===== src/rtl/mmio_pkg.sv =====
// mmio_pkg: shared constants for the UART MMIO controller.
//   - Word offsets of the memory-mapped registers (addr[7:0]).
//   - Bit positions inside the status word.
//   - status_word(): assembles the status register from FIFO flags.
package mmio_pkg;

  localparam logic [7:0] MMIO_STATUS = 8'h00;
  localparam logic [7:0] MMIO_RX     = 8'h04;
  localparam logic [7:0] MMIO_TX     = 8'h08;
  localparam logic [7:0] MMIO_CYC    = 8'h10;
  localparam logic [7:0] MMIO_INST   = 8'h14;
  localparam logic [7:0] MMIO_CLR    = 8'h18;

  localparam int STAT_TX_NFULL  = 0;
  localparam int STAT_RX_NEMPTY = 1;

  function automatic logic [31:0] status_word(input logic tx_nfull, input logic rx_nempty);
    logic [31:0] w;
    w                 = 32'h0000_0000;
    w[STAT_TX_NFULL]  = tx_nfull;
    w[STAT_RX_NEMPTY] = rx_nempty;
    return w;
  endfunction

endpackage


===== src/rtl/sync_fifo.sv =====
// sync_fifo: single-clock FIFO with a combinational head output.
//   clk, rst (sync, active-low) | push, din : write side
//   pop, dout (head)                         : read side
//   full, empty                              : flags from the registered pointers
// Pointers carry one extra wrap bit so full and empty are distinguishable.
// Push while full and pop while empty are ignored internally.
module sync_fifo #(
  parameter int WIDTH = 8,
  parameter int DEPTH = 8
) (
  input  logic             clk,
  input  logic             rst,
  input  logic             push,
  input  logic             pop,
  input  logic [WIDTH-1:0] din,
  output logic [WIDTH-1:0] dout,
  output logic             full,
  output logic             empty
);

  localparam int AW = $clog2(DEPTH);
  localparam logic [AW:0] PTR_ONE  = 1;
  localparam logic [AW:0] FULL_XOR = {1'b1, {AW{1'b0}}};

  logic [WIDTH-1:0] mem_q [DEPTH];
  logic [AW:0]      wr_ptr_q, wr_ptr_d;
  logic [AW:0]      rd_ptr_q, rd_ptr_d;
  logic             push_ok_s, pop_ok_s;

  assign full      = ((wr_ptr_q ^ rd_ptr_q) == FULL_XOR);
  assign empty     = (wr_ptr_q == rd_ptr_q);
  assign push_ok_s = push & ~full;
  assign pop_ok_s  = pop & ~empty;
  assign dout      = mem_q[rd_ptr_q[AW-1:0]];

  // Pointer next-state.
  always_comb begin
    wr_ptr_d = wr_ptr_q;
    rd_ptr_d = rd_ptr_q;
    if (push_ok_s) begin
      wr_ptr_d = wr_ptr_q + PTR_ONE;
    end else begin
      wr_ptr_d = wr_ptr_q;
    end
    if (pop_ok_s) begin
      rd_ptr_d = rd_ptr_q + PTR_ONE;
    end else begin
      rd_ptr_d = rd_ptr_q;
    end
  end

  // Pointer registers; reset empties the FIFO.
  always_ff @(posedge clk) begin
    if (!rst) begin
      wr_ptr_q <= '0;
      rd_ptr_q <= '0;
    end else begin
      wr_ptr_q <= wr_ptr_d;
      rd_ptr_q <= rd_ptr_d;
    end
  end

  // Storage array; contents are don't-care once the pointers are reset.
  always_ff @(posedge clk) begin
    if (push_ok_s) begin
      mem_q[wr_ptr_q[AW-1:0]] <= din;
    end
  end

endmodule


===== src/rtl/uart_mmio_ctrl.sv =====
// uart_mmio_ctrl: MMIO window (addr[31]=1) between the CPU and the UART.
//   clk, rst (sync, active-low)
//   addr, wdata, we, re  : execute-stage load/store
//   inst_retire          : one pulse per retired instruction
//   rdata                : load data, one cycle after the load
//   tx_data/valid/ready  : TX FIFO head to UART transmitter
//   rx_data/valid/ready  : UART receiver into RX FIFO
module uart_mmio_ctrl
  import mmio_pkg::*;
#(
  parameter int TX_DEPTH = 8,
  parameter int RX_DEPTH = 8
) (
  input  logic        clk,
  input  logic        rst,
  input  logic [31:0] addr,
  input  logic [31:0] wdata,
  input  logic        we,
  input  logic        re,
  input  logic        inst_retire,
  output logic [31:0] rdata,
  output logic [7:0]  tx_data,
  output logic        tx_valid,
  input  logic        tx_ready,
  input  logic [7:0]  rx_data,
  input  logic        rx_valid,
  output logic        rx_ready
);

  logic        wr_s, rd_s, clr_s, unused_s;
  logic [7:0]  off_s;
  logic        tx_push_s, tx_pop_s, tx_full_s, tx_empty_s;
  logic        rx_push_s, rx_pop_s, rx_full_s, rx_empty_s;
  logic [7:0]  rx_dout_s;
  logic [31:0] rdata_q, rdata_d;
  logic [31:0] cyc_q, cyc_d;
  logic [31:0] inst_q, inst_d;
  logic        rx_en_q;

  // A write wins over a simultaneous read, so the read is masked by we.
  assign wr_s     = addr[31] & we;
  assign rd_s     = addr[31] & re & ~we;
  assign off_s    = addr[7:0];
  assign clr_s    = wr_s & (off_s == MMIO_CLR);
  assign unused_s = ^{addr[30:8], wdata[31:8]};

  assign tx_push_s = wr_s & (off_s == MMIO_TX) & ~tx_full_s;
  assign tx_pop_s  = ~tx_empty_s & tx_ready;
  assign rx_push_s = rx_valid & rx_ready;
  assign rx_pop_s  = rd_s & (off_s == MMIO_RX) & ~rx_empty_s;

  assign tx_valid = ~tx_empty_s;
  // rx_en_q holds rx_ready low through reset and releases it one edge later.
  assign rx_ready = rx_en_q & ~rx_full_s;
  assign rdata    = rdata_q;

  sync_fifo #(.WIDTH(8), .DEPTH(TX_DEPTH)) u_tx_fifo (
    .clk   (clk),
    .rst   (rst),
    .push  (tx_push_s),
    .pop   (tx_pop_s),
    .din   (wdata[7:0]),
    .dout  (tx_data),
    .full  (tx_full_s),
    .empty (tx_empty_s)
  );

  sync_fifo #(.WIDTH(8), .DEPTH(RX_DEPTH)) u_rx_fifo (
    .clk   (clk),
    .rst   (rst),
    .push  (rx_push_s),
    .pop   (rx_pop_s),
    .din   (rx_data),
    .dout  (rx_dout_s),
    .full  (rx_full_s),
    .empty (rx_empty_s)
  );

  // Read mux; status and counters are sampled before the edge.
  always_comb begin
    rdata_d = 32'h0000_0000;
    if (rd_s) begin
      case (off_s)
        MMIO_STATUS: rdata_d = status_word(~tx_full_s, ~rx_empty_s);
        MMIO_RX:     rdata_d = {24'h00_0000, (rx_empty_s ? 8'h00 : rx_dout_s)};
        MMIO_CYC:    rdata_d = cyc_q;
        MMIO_INST:   rdata_d = inst_q;
        default:     rdata_d = 32'h0000_0000;
      endcase
    end else begin
      rdata_d = 32'h0000_0000;
    end
  end

  // Counter next-state; a clear overrides this cycle's increments.
  always_comb begin
    cyc_d  = cyc_q;
    inst_d = inst_q;
    if (clr_s) begin
      cyc_d  = 32'h0000_0000;
      inst_d = 32'h0000_0000;
    end else begin
      cyc_d  = cyc_q + 32'h0000_0001;
      inst_d = inst_q + {31'h0000_0000, inst_retire};
    end
  end

  // Read data, counters and RX enable registers.
  always_ff @(posedge clk) begin
    if (!rst) begin
      rdata_q <= 32'h0000_0000;
      cyc_q   <= 32'h0000_0000;
      inst_q  <= 32'h0000_0000;
      rx_en_q <= 1'b0;
    end else begin
      rdata_q <= rdata_d;
      cyc_q   <= cyc_d;
      inst_q  <= inst_d;
      rx_en_q <= 1'b1;
    end
  end

endmodule


===== config.mk =====
export PLATFORM = sky130hd
export DESIGN_NAME = uart_mmio_ctrl
export DESIGN_NICKNAME = d
export VERILOG_FILES = /design/src/rtl/mmio_pkg.sv /design/src/rtl/sync_fifo.sv /design/src/rtl/uart_mmio_ctrl.sv
export SDC_FILE = /design/constraint.sdc
export NUM_CORES = 1
export LEC_CHECK = 0
export CAP_MARGIN = 0
export CORE_MARGIN = 5
export CORE_UTILIZATION = 40
export CTS_BUF_LIST = sky130_fd_sc_hd__clkbuf_8
export CTS_CLUSTER_DIAMETER = 60
export DETAILED_ROUTE_END_ITERATION = 6
export RECOVER_POWER = 100
export SLEW_MARGIN = 10
export SYNTH_ARGS = -nofsm -noshare
export SYNTH_HDL_FRONTEND = slang
export SYNTH_HIERARCHICAL = 1
export SYNTH_SLANG_ARGS = --single-unit

===== constraint.sdc =====
create_clock -name clk -period 4.65 [get_ports clk]
set_clock_uncertainty 0.1 [all_clocks]
set_input_delay 0.465 -clock clk [delete_from_list [all_inputs] [get_ports clk]]
set_output_delay 0.465 -clock clk [all_outputs]
set_load 0.02 [all_outputs]

Word-level counts from Yosys, hierarchy flattened
Memory sizes are Yosys's and may differ from the RTL's. A register that Yosys moved wholly into a read port is not among the register bits.
Index checks and enable logic that the tools add are counted.
Word-level totals
  register bits: 113
  bits in latches: 0
  bits in writable memories: 128
  bits in read-only memories: 0
  bits of input ports: 79
  word-level logic and storage cells: 62
  memories: 2
Cells by class
  add/subtract/negate cells: 6
  multipliers: 0
  divide/modulo/power cells: 0
  magnitude comparators: 0
  equality and inequality tests: 9
  shift operators: 0
  multiplexer cells: 11
  bitwise operators: 23
  reduce and logical (&&, ||, !) cells: 3
Memories
  u_rx_fifo.mem_q: depth 8, width 8, read ports 1, clocked after Yosys merged registers in 1, write ports 1, RTL line sync_fifo.sv:25  | logic [WIDTH-1:0] mem_q [DEPTH];
  u_tx_fifo.mem_q: depth 8, width 8, read ports 1, clocked after Yosys merged registers in 1, write ports 1, RTL line sync_fifo.sv:25
Operators with widths (count)
  32-bit one-hot mux with 4 select lines: 1
  32-bit by 1-bit adder with 32-bit output: 1
  32-bit by 1-bit adder with 32-bit output, second input constant: 1
  8-bit by 5-bit == test with 1-bit output, second input constant: 3
  4-bit by 1-bit adder with 4-bit output, second input constant: 4
  1-bit AND: 15
  3-bit two-way mux: 4
  4-bit == test: 2
  4-bit == test, second input constant: 2
  8-bit by 3-bit == test with 1-bit output, second input constant: 1
  8-bit by 4-bit == test with 1-bit output, second input constant: 1
  8-bit zero test: 1
  8-bit two-way mux: 1
  4-bit XOR: 2
  1-bit inverter: 6
  1-bit two-way mux: 5
  2-bit AND reduction: 1
  2-bit OR reduction: 1

Depth between registers and ports, before layout
  word-level depth: 8
  gate-level depth with buffers: 9
  gate-level depth less buffers: 8

Hierarchy
The synthesis kept the hierarchy.
Modules (own cells, without submodules)
  uart_mmio_ctrl: instances 1, cells each 492, area an instance 4309.1 um2, sequential area each 1941.9 um2
  sync_fifo (u_tx_fifo): instances 1, cells each 176, area an instance 3266.9 um2, sequential area each 2142.1 um2
  sync_fifo (u_rx_fifo): instances 1, cells each 176, area an instance 3245.6 um2, sequential area each 2142.1 um2

Worst setup path after synthesis
OpenSTA, ideal clock, no wires.
  path type: register to register
  from: register u_tx_fifo.wr_ptr_q[0]
  to: memory u_tx_fifo.mem_q[3][0], enable pin
  setup time: 0.398 ns
  arrival time: 2.752 ns
  setup slack: 1.401 ns
  stages on the path, launching flop included: 8
  buffers on the path: 1
  cells stage by stage: dfxtp_1 -> buf_2 -> xor2_1 -> nor4_4 -> or3_1 -> nor3_1 -> nand2_1 -> nor4b_1
Between the ends
  longest elaborated chain between the ends: 7
RTL lines
  from (decl): RTL line sync_fifo.sv:26  | logic [AW:0] wr_ptr_q, wr_ptr_d;
  from (signal assigned): RTL line sync_fifo.sv:58  | wr_ptr_q <= wr_ptr_d;
  4-bit XOR: RTL line sync_fifo.sv:30  | assign full = ((wr_ptr_q ^ rd_ptr_q) == FULL_XOR);
  4-bit == test: RTL line sync_fifo.sv:30
  net tx_full_s: RTL line uart_mmio_ctrl.sv:32  | logic tx_push_s, tx_pop_s, tx_full_s, tx_empty_s;
  1-bit inverter: RTL line uart_mmio_ctrl.sv:47  | assign tx_push_s = wr_s & (off_s == MMIO_TX) & ~tx_full_s;
  1-bit AND: RTL line uart_mmio_ctrl.sv:47
  net tx_push_s: RTL line uart_mmio_ctrl.sv:32
  1-bit AND: RTL line sync_fifo.sv:32  | assign push_ok_s = push & ~full;
  1-bit two-way mux: RTL line sync_fifo.sv:65  | if (push_ok_s) begin
  1-bit two-way mux (not written as such): RTL line sync_fifo.sv:66  | mem_q[wr_ptr_q[AW-1:0]] <= din;
  to (decl): RTL line sync_fifo.sv:25
The timed path passes the listed nets, and every way through them passes these cells.

==> results.toml <==
[outcome]
status = "finished, violations left"
violations = "max-capacitance violations, max-slew violations"

[sta]
setup_viol = 0
tns_ps = 0
worst_slack_ps = 962
final_hold_viol_count = 0
rsz0062_at_grt = "false"
tightest_slew_ps = 1750
fin_crit_sh = 0.793
fmax_ghz = 0.271
slew_violations = 51
timing.final.crit_period_ps = 3690
slew_headroom = -0.164

[worst_setup_path]
end_kind = "output port"
cp.arrival_ps = 3120
crit_chain = "mux4_1, mux2_2, dlygate4sd3_1"
required_ps = 4090
slowest_stage = "dfxtp_1"
worst_setup_path_start_kind = "flip-flop"
critPathKind = "flip-flop to output port"
rr_startpoint = "u_tx_fifo/wr_ptr_q[1]"
crit_path_max_incr_delay_ps = 970
critical_path.max_fanout = 16

[finish]
syn2layout_area_growth_pct = 16.1
seq_area_sq_um = 6230
finalNetCount = 1025
multi_input_area_sq_um = 4250
post-route-util = 0.469
drive_above_1_share = 0.105
diodes = 0
nFillCells = 2432

[die]
num_rows = 60
die_h_um = 174
start_util = 0.404
coreArea_sq_um = 26800
die_w_um = 174
ios = 121
die-area_sq_um = 30400

[cts]
clock_sinks = 247
cts_hold_buf = 0
cts_buffer_depth = 3
clkTransAtPathRegs_ps = 60
cts_buffers = 42
ctsRootBufferMaster = "clkbuf_8"
h-tree-depth = 2
cts_resized = 0
insertion_delay_ps = 550
cts_tree = "yes"
postCtsSetupRepairBufs = 0

[run]
maxCapViolCount = 2

[grt]
grt_pass1_wl_mm = 39.0
grt-ovfl-total = 0
grt_antenna_before_repair = 0
grt_usage = 0.159
grt_pass1_vias = 7176
grt_max_degree = 55

[logic_synthesis]
synth_common_cells = "128 x edfxtp_1, 119 x dfxtp_1, 61 x nor2_1"
synth_cell_types = 59
syn_nets = 930
yosysSeqAreaShare = 0.575
yosysMostFrequentCell = "edfxtp_1"
ys.flop_type = "edfxtp_1"
yosys_warnings = 6
async_flop_share = 0
syn_inst = 844
ys_ff_latch = 247
synth.area.top_cells = "edfxtp_1 36%, dfxtp_1 22%, mux4_1 5.3%"
syn_area_sq_um = 10800
postSynthAreaPerCell_sq_um = 12.8
synth_edf_count = 128
synth_top_area_frac = 0.355
yosysTopAreaCell = "edfxtp_1"

[route]
drt-initial-drc-count = 423
drt_pass1_iterations = 5
detail-route-antenna-nets = 0
drcViolationCount = 0
wl_mm = 24.0
post_drt_wl_per_cell_um = 18.3
vias = 7087
drt-vias-per-instance = 5.41

[placed_design]
gp_congestion = 0.775
detailedPlace.worstSlack_ps = 1290
dp_hpwl_mm = 15.6
port_buffers = 73

[pwr]
cellPowerDensity_nw_per_um2 = 336
power_mw = 4.22
ir_worst_vdd_mv = 0.187
p_leak_nw = 4.12

[worst_hold_path]
hp-start = "inst_q[19]"
hold_class = "flip-flop to flip-flop"
## area by class of cell
type / instances / share of cell area
timing repair buffer: 98 / 0.0672
sequential: 247 / 0.496
inverter: 9 / 0.00269
tap: 341 / 0.0340
clock buffer: 48 / 0.0526
multi-input combinational: 541 / 0.338
clock inverter: 26 / 0.00966
## path summary, 6_finish.rpt
| path | depth (start not counted) | end | slack (ps) |
|---|---|---|---|
| worst max register to register | 8 | u_tx_fifo/mem_q[5][3] | 980 |
| worst max-delay path | 3 | tx_data[0] | 960 |
| worst min register to register | 2 | inst_q[19] | 380 |
| worst min-delay path | 2 | inst_q[19] | 380 |
## worst max-delay path: cells and delay by family (launching register included)
family,cells,cell delay [ps]
buf+inv,1,660
flops,1,970
mux,2,950
## flip-flops by register name, summed over array words and instances, names as in the netlist, named ones only
| register | cells |
|---|---|
| cyc_q | 32 |
| inst_q | 32 |
| rdata | 32 |
| rx_en_q | 1 |
| u_rx_fifo/mem_q | 64 |
| u_rx_fifo/rd_ptr_q | 4 |
| u_rx_fifo/wr_ptr_q | 4 |
| u_tx_fifo/mem_q | 64 |
| u_tx_fifo/rd_ptr_q | 4 |
| u_tx_fifo/wr_ptr_q | 4 |
## through the flow
| stage | hold slack (ps) | area, sq um | std cells |
|---|---|---|---|
| finish | 381 | 12600 | 1310 |
| CTS | 383 | 12700 | 1310 |
| detailed placement | 373 | 11900 | 1236 |
| global placement | 353 | 11900 | 1236 |
| global route | 414 | 12600 | 1310 |
| floorplan | 337 | 10800 | 844 |
## kinds of logic after synthesis
group	after synthesis	synth area share
compound gates	122	0.0797
fa+ha+maj	7	0.00809
simple gates	298	0.155
xor+xnor	38	0.0332
buf+inv	56	0.0313
mux	76	0.117
flops	247	0.575
## routing by layer
metal / wire length [um] / global-route usage / vias to the layer above
met4: 291 / 0.0389 / 0
li1: - / - / 3469
met3: 1260 / 0.0372 / 29
met1: 11100 / 0.216 / 3436
met5: 0 / 0 / -
met2: 11300 / 0.257 / 153
## where the power goes
part	leakage (nW)	switching, mW	internal (mW)
clock	0.469	0.850	0.948
combinational	1.53	0.0655	0.0439
sequential	2.11	0.00946	2.30
total	4.12	0.925	3.29
## cells in the final DEF (no fill, tap or decap), drive strengths merged, types with 25 or more instances in the layout
master / Yosys / routed
edfxtp: 128 / 128
nand2: 59 / 59
mux2i: 26 / 26
dfxtp: 119 / 119
nor2: 61 / 61
dlygate4sd3: 0 / 60
a22oi: 32 / 32
mux4: 32 / 32
a21oi: 33 / 33
clkbuf: 30 / 68
nand3: 25 / 25
inv: 9 / 29
Power figures use the tool's default switching activity.
